## src/rtl/panel_pwr_seq_if.sv

```systemverilog
// Panel power sequencer signal bundle.
//   iPWR_REQ   : panel-on request, asynchronous level
//   iTX_LOCKED : LVDS transmitter MMCM lock, asynchronous level
//   oVDD_EN    : panel VDD enable
//   oLVDS_EN   : LVDS data/clock enable (0 holds the serializer in reset)
//   oBL_EN     : backlight enable
//   oREADY     : high only while the panel is fully on
//   oFAULT     : sticky lock-lost-while-sequenced-up flag
//   oSTATE     : current sequencer state encoding
// The master drives the requests; the slave (the sequencer) drives the enables.
interface panel_pwr_seq_if;
  logic       iPWR_REQ;
  logic       iTX_LOCKED;
  logic       oVDD_EN;
  logic       oLVDS_EN;
  logic       oBL_EN;
  logic       oREADY;
  logic       oFAULT;
  logic [2:0] oSTATE;

  modport master (
    output iPWR_REQ, iTX_LOCKED,
    input  oVDD_EN, oLVDS_EN, oBL_EN, oREADY, oFAULT, oSTATE
  );

  modport slave (
    input  iPWR_REQ, iTX_LOCKED,
    output oVDD_EN, oLVDS_EN, oBL_EN, oREADY, oFAULT, oSTATE
  );
endinterface

```

## src/rtl/panel_pwr_seq.sv

```systemverilog
// Panel power sequencer: brings panel VDD, LVDS and backlight up in order with
// millisecond spacing, and tears them down in reverse order, with a minimum
// VDD-off cooldown before the panel may be powered again.
//   iOSC   : the only clock
//   iRESET : asynchronous active-low reset; drops every enable at once
//   bus    : request/lock inputs and enable/status outputs (slave side)
// Timed states dwell exactly Tx * TICK_DIV cycles. A T*_MS of 0 acts as 1.
module panel_pwr_seq #(
  parameter int unsigned TICK_DIV = 50000,
  parameter int unsigned T2_MS    = 20,
  parameter int unsigned T3_MS    = 200,
  parameter int unsigned T4_MS    = 200,
  parameter int unsigned T5_MS    = 20,
  parameter int unsigned T7_MS    = 500
) (
  input logic            iOSC,
  input logic            iRESET,
  panel_pwr_seq_if.slave bus
);

  localparam logic [15:0] PrescMax = 16'(TICK_DIV - 1);
  localparam logic [9:0]  T2Lim    = (T2_MS == 0) ? 10'd1 : 10'(T2_MS);
  localparam logic [9:0]  T3Lim    = (T3_MS == 0) ? 10'd1 : 10'(T3_MS);
  localparam logic [9:0]  T4Lim    = (T4_MS == 0) ? 10'd1 : 10'(T4_MS);
  localparam logic [9:0]  T5Lim    = (T5_MS == 0) ? 10'd1 : 10'(T5_MS);
  localparam logic [9:0]  T7Lim    = (T7_MS == 0) ? 10'd1 : 10'(T7_MS);

  typedef enum logic [2:0] {
    StOff      = 3'd0,
    StVddUp    = 3'd1,
    StLvdsUp   = 3'd2,
    StOn       = 3'd3,
    StBlDown   = 3'd4,
    StLvdsDown = 3'd5,
    StCooldown = 3'd6
  } state_e;

  state_e      state_q, state_d;
  logic        req_meta, req_sync;
  logic        lock_meta, lock_sync;
  logic [15:0] presc_q;
  logic [9:0]  ms_q;
  logic [9:0]  limit;
  logic        timed;
  logic        tick;
  logic        done;
  logic        up_abort;

  assign tick     = (presc_q == PrescMax);
  assign up_abort = !req_sync || !lock_sync;

  always_comb begin
    limit = T2Lim;
    timed = 1'b1;
    case (state_q)
      StVddUp:    limit = T2Lim;
      StLvdsUp:   limit = T3Lim;
      StBlDown:   limit = T4Lim;
      StLvdsDown: limit = T5Lim;
      StCooldown: limit = T7Lim;
      default:    timed = 1'b0;
    endcase
    // Fires on the last prescaler cycle of the last ms, so the state edge lands
    // exactly limit * TICK_DIV cycles after entry.
    done = timed && tick && (ms_q == limit - 10'd1);
  end

  always_comb begin
    state_d = state_q;
    case (state_q)
      StOff:      if (req_sync && lock_sync) state_d = StVddUp;
      StVddUp:    if (up_abort) state_d = StLvdsDown;
                  else if (done) state_d = StLvdsUp;
      StLvdsUp:   if (up_abort) state_d = StLvdsDown;
                  else if (done) state_d = StOn;
      StOn:       if (up_abort) state_d = StBlDown;
      StBlDown:   if (done) state_d = StLvdsDown;
      StLvdsDown: if (done) state_d = StCooldown;
      StCooldown: if (done) state_d = StOff;
      // Illegal encoding: the safe place is COOLDOWN, which keeps VDD off.
      default:    state_d = StCooldown;
    endcase
  end

  always_ff @(posedge iOSC or negedge iRESET) begin
    if (!iRESET) begin
      req_meta     <= 1'b0;
      req_sync     <= 1'b0;
      lock_meta    <= 1'b0;
      lock_sync    <= 1'b0;
      state_q      <= StOff;
      presc_q      <= '0;
      ms_q         <= '0;
      bus.oVDD_EN  <= 1'b0;
      bus.oLVDS_EN <= 1'b0;
      bus.oBL_EN   <= 1'b0;
      bus.oREADY   <= 1'b0;
      bus.oFAULT   <= 1'b0;
      bus.oSTATE   <= 3'd0;
    end else begin
      req_meta  <= bus.iPWR_REQ;
      req_sync  <= req_meta;
      lock_meta <= bus.iTX_LOCKED;
      lock_sync <= lock_meta;
      state_q   <= state_d;

      if (state_d != state_q) begin
        presc_q <= '0;
        ms_q    <= '0;
      end else if (timed) begin
        if (tick) begin
          presc_q <= '0;
          ms_q    <= ms_q + 10'd1;
        end else begin
          presc_q <= presc_q + 16'd1;
        end
      end

      // Outputs decode the next state so they move on the same edge as the state.
      bus.oVDD_EN  <= (state_d == StVddUp) || (state_d == StLvdsUp) || (state_d == StOn) ||
                      (state_d == StBlDown) || (state_d == StLvdsDown);
      bus.oLVDS_EN <= (state_d == StLvdsUp) || (state_d == StOn) || (state_d == StBlDown);
      bus.oBL_EN   <= (state_d == StOn);
      bus.oREADY   <= (state_d == StOn);
      bus.oSTATE   <= state_d;

      if (state_q == StOff && state_d == StVddUp) begin
        bus.oFAULT <= 1'b0;
      end else if (!lock_sync &&
                   (state_q == StVddUp || state_q == StLvdsUp || state_q == StOn)) begin
        bus.oFAULT <= 1'b1;
      end
    end
  end

endmodule

```

## src/flat_wrapper.sv

```systemverilog
// flat-port wrapper written by rule: the top's interface ports become plain ports
module panel_pwr_seq_flat 
#(
  parameter int unsigned TICK_DIV = 50000,
  parameter int unsigned T2_MS    = 20,
  parameter int unsigned T3_MS    = 200,
  parameter int unsigned T4_MS    = 200,
  parameter int unsigned T5_MS    = 20,
  parameter int unsigned T7_MS    = 500
)
  (iOSC, iRESET, bus_iPWR_REQ, bus_iTX_LOCKED, bus_oVDD_EN, bus_oLVDS_EN, bus_oBL_EN, bus_oREADY, bus_oFAULT, bus_oSTATE);
  panel_pwr_seq_if bus_i ();
  input logic iOSC;
  input logic iRESET;
  input wire logic [$bits(bus_i.iPWR_REQ)-1:0] bus_iPWR_REQ;
  input wire logic [$bits(bus_i.iTX_LOCKED)-1:0] bus_iTX_LOCKED;
  output wire logic [$bits(bus_i.oVDD_EN)-1:0] bus_oVDD_EN;
  output wire logic [$bits(bus_i.oLVDS_EN)-1:0] bus_oLVDS_EN;
  output wire logic [$bits(bus_i.oBL_EN)-1:0] bus_oBL_EN;
  output wire logic [$bits(bus_i.oREADY)-1:0] bus_oREADY;
  output wire logic [$bits(bus_i.oFAULT)-1:0] bus_oFAULT;
  output wire logic [$bits(bus_i.oSTATE)-1:0] bus_oSTATE;
  assign bus_i.iPWR_REQ = bus_iPWR_REQ;
  assign bus_i.iTX_LOCKED = bus_iTX_LOCKED;
  assign bus_oVDD_EN = bus_i.oVDD_EN;
  assign bus_oLVDS_EN = bus_i.oLVDS_EN;
  assign bus_oBL_EN = bus_i.oBL_EN;
  assign bus_oREADY = bus_i.oREADY;
  assign bus_oFAULT = bus_i.oFAULT;
  assign bus_oSTATE = bus_i.oSTATE;
  panel_pwr_seq #(.TICK_DIV(TICK_DIV), .T2_MS(T2_MS), .T3_MS(T3_MS), .T4_MS(T4_MS), .T5_MS(T5_MS), .T7_MS(T7_MS)) u_core (.iOSC(iOSC), .iRESET(iRESET), .bus(bus_i));
endmodule
```

## config.mk

```make
export PLATFORM = sky130hd
export DESIGN_NAME = panel_pwr_seq_flat
export DESIGN_NICKNAME = d
export VERILOG_FILES = /design/src/rtl/panel_pwr_seq_if.sv /design/src/rtl/panel_pwr_seq.sv /design/src/flat_wrapper.sv
export SDC_FILE = /design/constraint.sdc
export NUM_CORES = 1
export LEC_CHECK = 0
export BUFFER_PORTS_ARGS = -buffer_cell sky130_fd_sc_hd__buf_2
export CORE_ASPECT_RATIO = 0.9
export CORE_MARGIN = 3
export CORE_UTILIZATION = 45
export CTS_CLUSTER_DIAMETER = 80
export DETAILED_ROUTE_END_ITERATION = 7
export GPL_ROUTABILITY_DRIVEN = 0
export SKIP_CTS_REPAIR_TIMING = 1
export SYNTH_ARGS = -nofsm -noshare
export SYNTH_HDL_FRONTEND = slang
export SYNTH_SLANG_ARGS = --single-unit
```

## constraint.sdc

```tcl
create_clock -name iOSC -period 2.6 [get_ports iOSC]
set_input_delay 0.39 -clock iOSC [delete_from_list [all_inputs] [get_ports iOSC]]
set_output_delay 0.39 -clock iOSC [all_outputs]
set_load 0.02 [all_outputs]
```

Word-level counts from Yosys, hierarchy flattened
Index checks and enable logic that the tools add are counted.

Logic and storage cells: 71. Flip-flop bits (word level): 37. Output and inout port bits: 8. Input port bits: 4.

Reductions and logical operators: 23. Multiplexer cells: 20. Equality and inequality tests: 14. Add/sub/neg operators: 3.

Operator list (count): two-way mux 16 bit (3); two-way mux 10 bit (3); two-way mux 3 bit (9); one-hot mux 3 bit (7 select lines) (1); one-hot mux 9 bit (2 select lines) (1); adder 16 x 1 -> 16 bit, second input constant (1); equality test 16 bit, second input constant (1); equality test 3 bit, second input constant (5); equality test 3 x 2 -> 1 bit, second input constant (4); adder 10 x 1 -> 10 bit, second input constant (1); equality test 10 bit (1); subtractor 9 x 1 -> 10 bit, second input constant (1); logical OR 1 bit (9); equality test 3 x 1 -> 1 bit, second input constant (2); nonzero test 2 bit (3); logical AND 1 bit (5); OR reduction 5 bit (1); logical NOT 3 bit (1); two-way mux 1 bit (3); inequality test 3 bit (1); logical NOT 1 bit (2); AND reduction 2 bit (1); OR reduction 2 bit (1).

Depth between registers and ports, before layout
Depth in word-level cells: 14. Depth in mapped cells: 9. Gate-level depth less buffers: 7.

Least setup slack after synthesis
Ideal clock, no wire load.

Kind: flip-flop to flip-flop. Start: reg u_core.presc_q[7]. End: reg u_core.presc_q[14]. Clock period less this slack: 2360 ps. Path buffers: 2. Data arrival time: 2219 ps. Data required time: 2459 ps. Path slack: 240 ps. Setup time: 141 ps. Cell stages (with the launch flop): 9. Cell sequence: dfrtp_1 > or4b_4 > nor4_4 > and3_1 > buf_6 > nand4_4 > a22oi_4 > buf_12 > nor3_2.

Cells in the longest elaborated chain, start to end: 8. Elaborated cells between the ends (all ways): 17. Those cells by class: add/sub: 1; eq/ne: 2; mux: 11; reduce/logical: 3.

RTL lines: from (decl) (line panel_pwr_seq.sv:41) `logic [15:0] presc_q;`; from (signal assigned) (line panel_pwr_seq.sv:115) `presc_q <= presc_q + 16'd1;`; equality test 16 bit (line panel_pwr_seq.sv:49) `assign tick = (presc_q == PrescMax);`; logical AND 1 bit (2 in series) (line panel_pwr_seq.sv:65) `done = timed && tick && (ms_q == limit - 10'd1);`; two-way mux 3 bit, on equally long branches (line panel_pwr_seq.sv:75, panel_pwr_seq.sv:73); two-way mux 3 bit, on equally long branches (line panel_pwr_seq.sv:74, panel_pwr_seq.sv:72); one-hot mux 3 bit (7 select lines) (line panel_pwr_seq.sv:70) `case (state_q)`; inequality test 3 bit (line panel_pwr_seq.sv:107) `if (state_d != state_q) begin`; two-way mux 16 bit / nonzero test 2 bit (equally long branches).

Several ways; a longest one is shown, not always the timed one. The select of a mux whose other input is x is not followed. A chain may end at the register's enable or synchronous reset.

Final worst setup path
Start: reg u_core.presc_q[4]. End: reg u_core.bus.oSTATE[0].

Cells in the longest elaborated chain, start to end: 6. Elaborated cells between the ends (all ways): 11. Those cells by class: eq/ne: 1; mux: 8; reduce/logical: 2.

RTL lines: equality test 16 bit * (line panel_pwr_seq.sv:49); logical AND 1 bit * (2 in series) (line panel_pwr_seq.sv:65); two-way mux 3 bit, on equally long branches (line panel_pwr_seq.sv:75, panel_pwr_seq.sv:73); two-way mux 3 bit, on equally long branches (line panel_pwr_seq.sv:74, panel_pwr_seq.sv:72); one-hot mux 3 bit (7 select lines) * (line panel_pwr_seq.sv:70); named net u_core.state_d[0] (line panel_pwr_seq.sv:38) `state_e state_q, state_d;`; to (signal assigned) (line panel_pwr_seq.sv:125) `bus.oSTATE <= state_d;`; to (decl) (line panel_pwr_seq_if.sv:28) `output oVDD_EN, oLVDS_EN, oBL_EN, oREADY, oFAULT, oSTATE`.

Mark *: on every way through the listed nets, which the timed path passes. The rest lies on a longest branch.

==> impl_summary.log <==
INFO  metric crit_path_end_kind = flip-flop
INFO  metric grt-busiest-layer = met1
INFO  metric synth-simple-area-share = 0.293
INFO  metric detailedRoute.firstIterationViolations = 140
INFO  metric synthesis.area_per_instance = 9.95 um^2
INFO  metric grt_start_max_net_pins = 38
INFO  metric synth-main-ff-cell = sky130_fd_sc_hd__dfrtp_1
INFO  metric cts_root_buf = sky130_fd_sc_hd__clkbuf_8
INFO  metric crit_fanout = 7
INFO  metric p_clk_frac = 0.296
INFO  metric max_clock_freq = between 400 and 500 MHz
INFO  metric critPathBufInv = 1
INFO  metric outcome = completed
INFO  metric filler_cell_count = ~440
INFO  metric power_switching_share = 0.301
INFO  metric cts-htree-levels = 2
INFO  metric hold-worst-slack = 205 ps
INFO  metric crit_required = 2760 ps
INFO  metric seq_area_frac_synth = 0.437
INFO  metric cap_viol_max_count = 0
INFO  metric synth-seq-cells = 37
INFO  metric timing.critical_path.depth = 6
INFO  metric netSwitchingPower = 388 uW
INFO  metric area_delta_synth_final = 9.50%
INFO  metric num_vias = ~1600
INFO  metric class_of_the_tightest_hold_or_removal_check = in -> async
INFO  metric final-max-slew-violation-count = 0
INFO  metric grt.total_usage = 0.166
INFO  metric grt_util_met2 = 0.232
INFO  metric power.share.sequential = 0.523
INFO  metric fin_total_pwr = 1290 uW
INFO  metric die_height = a little over 70 um
INFO  metric vdd_drop_max = 0.315 mV
INFO  metric synth_top_family_by_area = simple AND/OR/NAND/NOR gates
INFO  metric grt_pass1_vias = ~1500
INFO  metric antennaDiodeCount = 0
INFO  metric share_comb_of_total_power = 0.181
INFO  metric finalSetupViolCount = 0
INFO  metric synthMuxAreaShare = 0.0100
INFO  metric drt-wirelength-per-cell = 13.9 um
INFO  metric grt.met3_usage = 0.0382
INFO  metric design.die.area = 0.00557 mm^2
INFO  metric drt_pre_antenna_iters = 4
INFO  metric critical_path.slowest_cell = sky130_fd_sc_hd__or4_1
INFO  metric groute.layer.met1.usage = 0.258
INFO  metric grt_antenna_before_repair = 0
INFO  metric grt_first_pass_wirelength = 7.33 mm
INFO  metric clock_latency = 280 ps
INFO  metric yosys_warnings = 0
INFO  metric synthCells = 213
INFO  metric grt_setup_unrepaired = false
INFO  metric compound_cell_area_share_of_the_yosys_netlist = 0.0880
INFO  metric final_min_period_over_clock_period = 0.880
INFO  metric final_cell_area = between 0.002 and 0.0025 mm^2
INFO  metric arrival = ~2500 ps
INFO  metric cp-start-kind = flip-flop
INFO  metric yosys.cell_types.count = 50
INFO  metric num_rows = 23
INFO  metric vias_per_inst = 5.24
INFO  metric cts.clk_slew.worst_paths = 80 ps
INFO  metric critical_path.max_stage_delay = 590 ps
INFO  metric path_delay_family = simple AND/OR/NAND/NOR gates
INFO  metric rr_worst_depth = 6
INFO  metric floorplan.initialDensity = 0.472
INFO  metric static-leakage-power = ~0.001 uW
INFO  metric finalSetupTns = 0 ps
INFO  metric crit_chain = or4_1 > nor4_4 > and3_1 > buf_4 > a31oi_1 > or3_1
INFO  metric netlist_area = 0.00212 mm^2
INFO  metric critical_setup_path_kind = reg -> reg
INFO  metric synth_nets = approximately 220
INFO  metric place_area = about 0.0022 mm^2
INFO  metric yosys.area_share.adder = 0.0118
INFO  metric worst-slew-pin-transition = 820 ps
INFO  metric power-per-cell-area = 556 mW/mm^2
INFO  metric clock_tree.buffer_depth = 2
INFO  metric timing.slew.headroom = 0.453
INFO  metric core = around 0.0045 mm^2
INFO  metric layout-drive-gt1-share = 0.214
INFO  metric regArea = 926 um^2
INFO  metric layout_min_cycle_time = 2290 ps
INFO  metric die_w = 78.3 um
INFO  metric internal_power = between 900 and 1000 uW
INFO  metric synth-edff-count = 0
INFO  metric finish.net_count = 239
INFO  metric place.detailed.hpwl = between 2 and 3 mm
INFO  metric synth_xor_xnor_area_share = 0.112
INFO  metric cts.sinks = 37
INFO  metric ant_nets = 0
INFO  metric postSynth.asyncResetShare = 1.00
INFO  metric multiInputGateArea = 0.00109 mm^2
INFO  metric finClkSkew = between 7 and 8 ps
INFO  metric finalCoreUtilization = 0.517
INFO  metric timing.final.hold_violations = 0
INFO  metric drt_drc_violations_left = 0
INFO  metric port_buffers = 11
INFO  metric global_route.overflow_total = 0
INFO  metric drt-total-wl = 4.12 mm
INFO  metric floorplan.io_pins = 12
INFO  metric tritoncts_clock_tree = built
INFO  metric cts_made_buffers = 5
## metrics by stage
stage / std cells / setup slack (ps)
floorplan: 213 / 240
detailed placement: 288 / 302
global placement: 288 / 349
CTS: 296 / 294
finish: 296 / 311
global route: 296 / 200
## sequential cells by signal, indices dropped and copies added (netlist names)
signal / flops
u_core.lock_meta: 1
u_core.bus.oBL_EN: 1
u_core.bus.oFAULT: 1
u_core.req_sync: 1
u_core.bus.oVDD_EN: 1
u_core.req_meta: 1
u_core.presc_q: 16
u_core.ms_q: 10
u_core.lock_sync: 1
u_core.bus.oSTATE: 3
u_core.bus.oLVDS_EN: 1
## placed cells by master, fill, tap and decap left out, types with 3 or more instances in the layout
master / n
sky130_fd_sc_hd__nor2_1: 33
sky130_fd_sc_hd__xnor2_1: 20
sky130_fd_sc_hd__o21ai_0: 4
sky130_fd_sc_hd__clkbuf_8: 5
sky130_fd_sc_hd__dfrtp_1: 37
sky130_fd_sc_hd__nor2_2: 6
sky130_fd_sc_hd__buf_4: 10
sky130_fd_sc_hd__a21oi_1: 5
sky130_fd_sc_hd__and3_1: 4
sky130_fd_sc_hd__nand2_1: 13
sky130_fd_sc_hd__a31oi_1: 4
sky130_fd_sc_hd__buf_2: 11
sky130_fd_sc_hd__nand3_1: 10
sky130_fd_sc_hd__nor3_1: 9
sky130_fd_sc_hd__inv_1: 3
sky130_fd_sc_hd__or4_1: 3
sky130_fd_sc_hd__xor2_1: 7
sky130_fd_sc_hd__nand4_1: 7
sky130_fd_sc_hd__nor2b_1: 3
## layer usage
metal  share of wire  wire [um]  vias to the layer above
li1                -          -                      782
met1            0.54       2230                      742
met2            0.42       1720                       24
met3           0.035        143                        2
met4          0.0058         24                        0
met5               0          0                        -
## logic make-up after synthesis
| group | Yosys count |
|---|---|
| and+or+nand+nor | 109 |
| buffers and inverters | 11 |
| muxes | 2 |
| adders and majority gates | 2 |
| xor gates and xnor gates | 27 |
| DFF | 37 |
| AOI/OAI and AO/OA | 25 |
## power by group through the flow
stage	clock, uW	sequential, uW	combinational [uW]
after floorplan	0	673	197
after global placement	0	684	232
after detailed placement	0	683	234
after CTS	400	675	237
after global routing	427	686	267
final	382	675	233
## final timing paths
path | from | end | slack, ps
max | u_core.presc_q[4] | u_core.bus.oSTATE[0] | 310
min | iRESET | u_core.presc_q[5] | 200
max reg2reg | u_core.presc_q[4] | u_core.bus.oSTATE[0] | 310
min reg2reg | u_core.lock_meta | u_core.lock_sync | 350
max in group asynchronous | iRESET | u_core.req_sync | 1880
min in group iOSC | bus_iPWR_REQ | u_core.req_meta | 210
## cell usage after synthesis, types with 2 or more instances
cell type                  number  share of area
sky130_fd_sc_hd__nor2_1        33          0.058
sky130_fd_sc_hd__a31oi_1        4          0.012
sky130_fd_sc_hd__inv_1          3         0.0053
sky130_fd_sc_hd__o21ai_0        4         0.0094
sky130_fd_sc_hd__ha_1           2          0.012
sky130_fd_sc_hd__nor4_4         2          0.020
sky130_fd_sc_hd__and3_2         2         0.0071
sky130_fd_sc_hd__nand2b_1       2         0.0059
sky130_fd_sc_hd__xor2_1         7          0.029
sky130_fd_sc_hd__nand4_1        7          0.021
sky130_fd_sc_hd__nor3_1         9          0.021
sky130_fd_sc_hd__o21a_1         2         0.0071
sky130_fd_sc_hd__nand2_1       13          0.023
sky130_fd_sc_hd__dfrtp_1       37           0.44
sky130_fd_sc_hd__buf_6          3          0.016
sky130_fd_sc_hd__nor2b_1        3         0.0089
sky130_fd_sc_hd__nand3_1       10          0.024
sky130_fd_sc_hd__xnor2_1       20          0.083
sky130_fd_sc_hd__or4_1          3          0.011
sky130_fd_sc_hd__clkbuf_8       2          0.013
sky130_fd_sc_hd__nor3b_1        2         0.0071
sky130_fd_sc_hd__nand3b_1       2         0.0071
sky130_fd_sc_hd__and3_1         4          0.012
sky130_fd_sc_hd__a21oi_1        5          0.012
sky130_fd_sc_hd__nor2_2         6          0.018
sky130_fd_sc_hd__and2_1         2         0.0059
## final cells by class
type / instances / area share
inverters: 3 / 0.00485
flip-flops and latches: 37 / 0.399
multi-input cells: 165 / 0.470
clock buffers: 5 / 0.0296
repair buffers: 21 / 0.0561
well taps: 62 / 0.0334
clock inverters: 3 / 0.00755
Power figures use the tool's default switching activity.
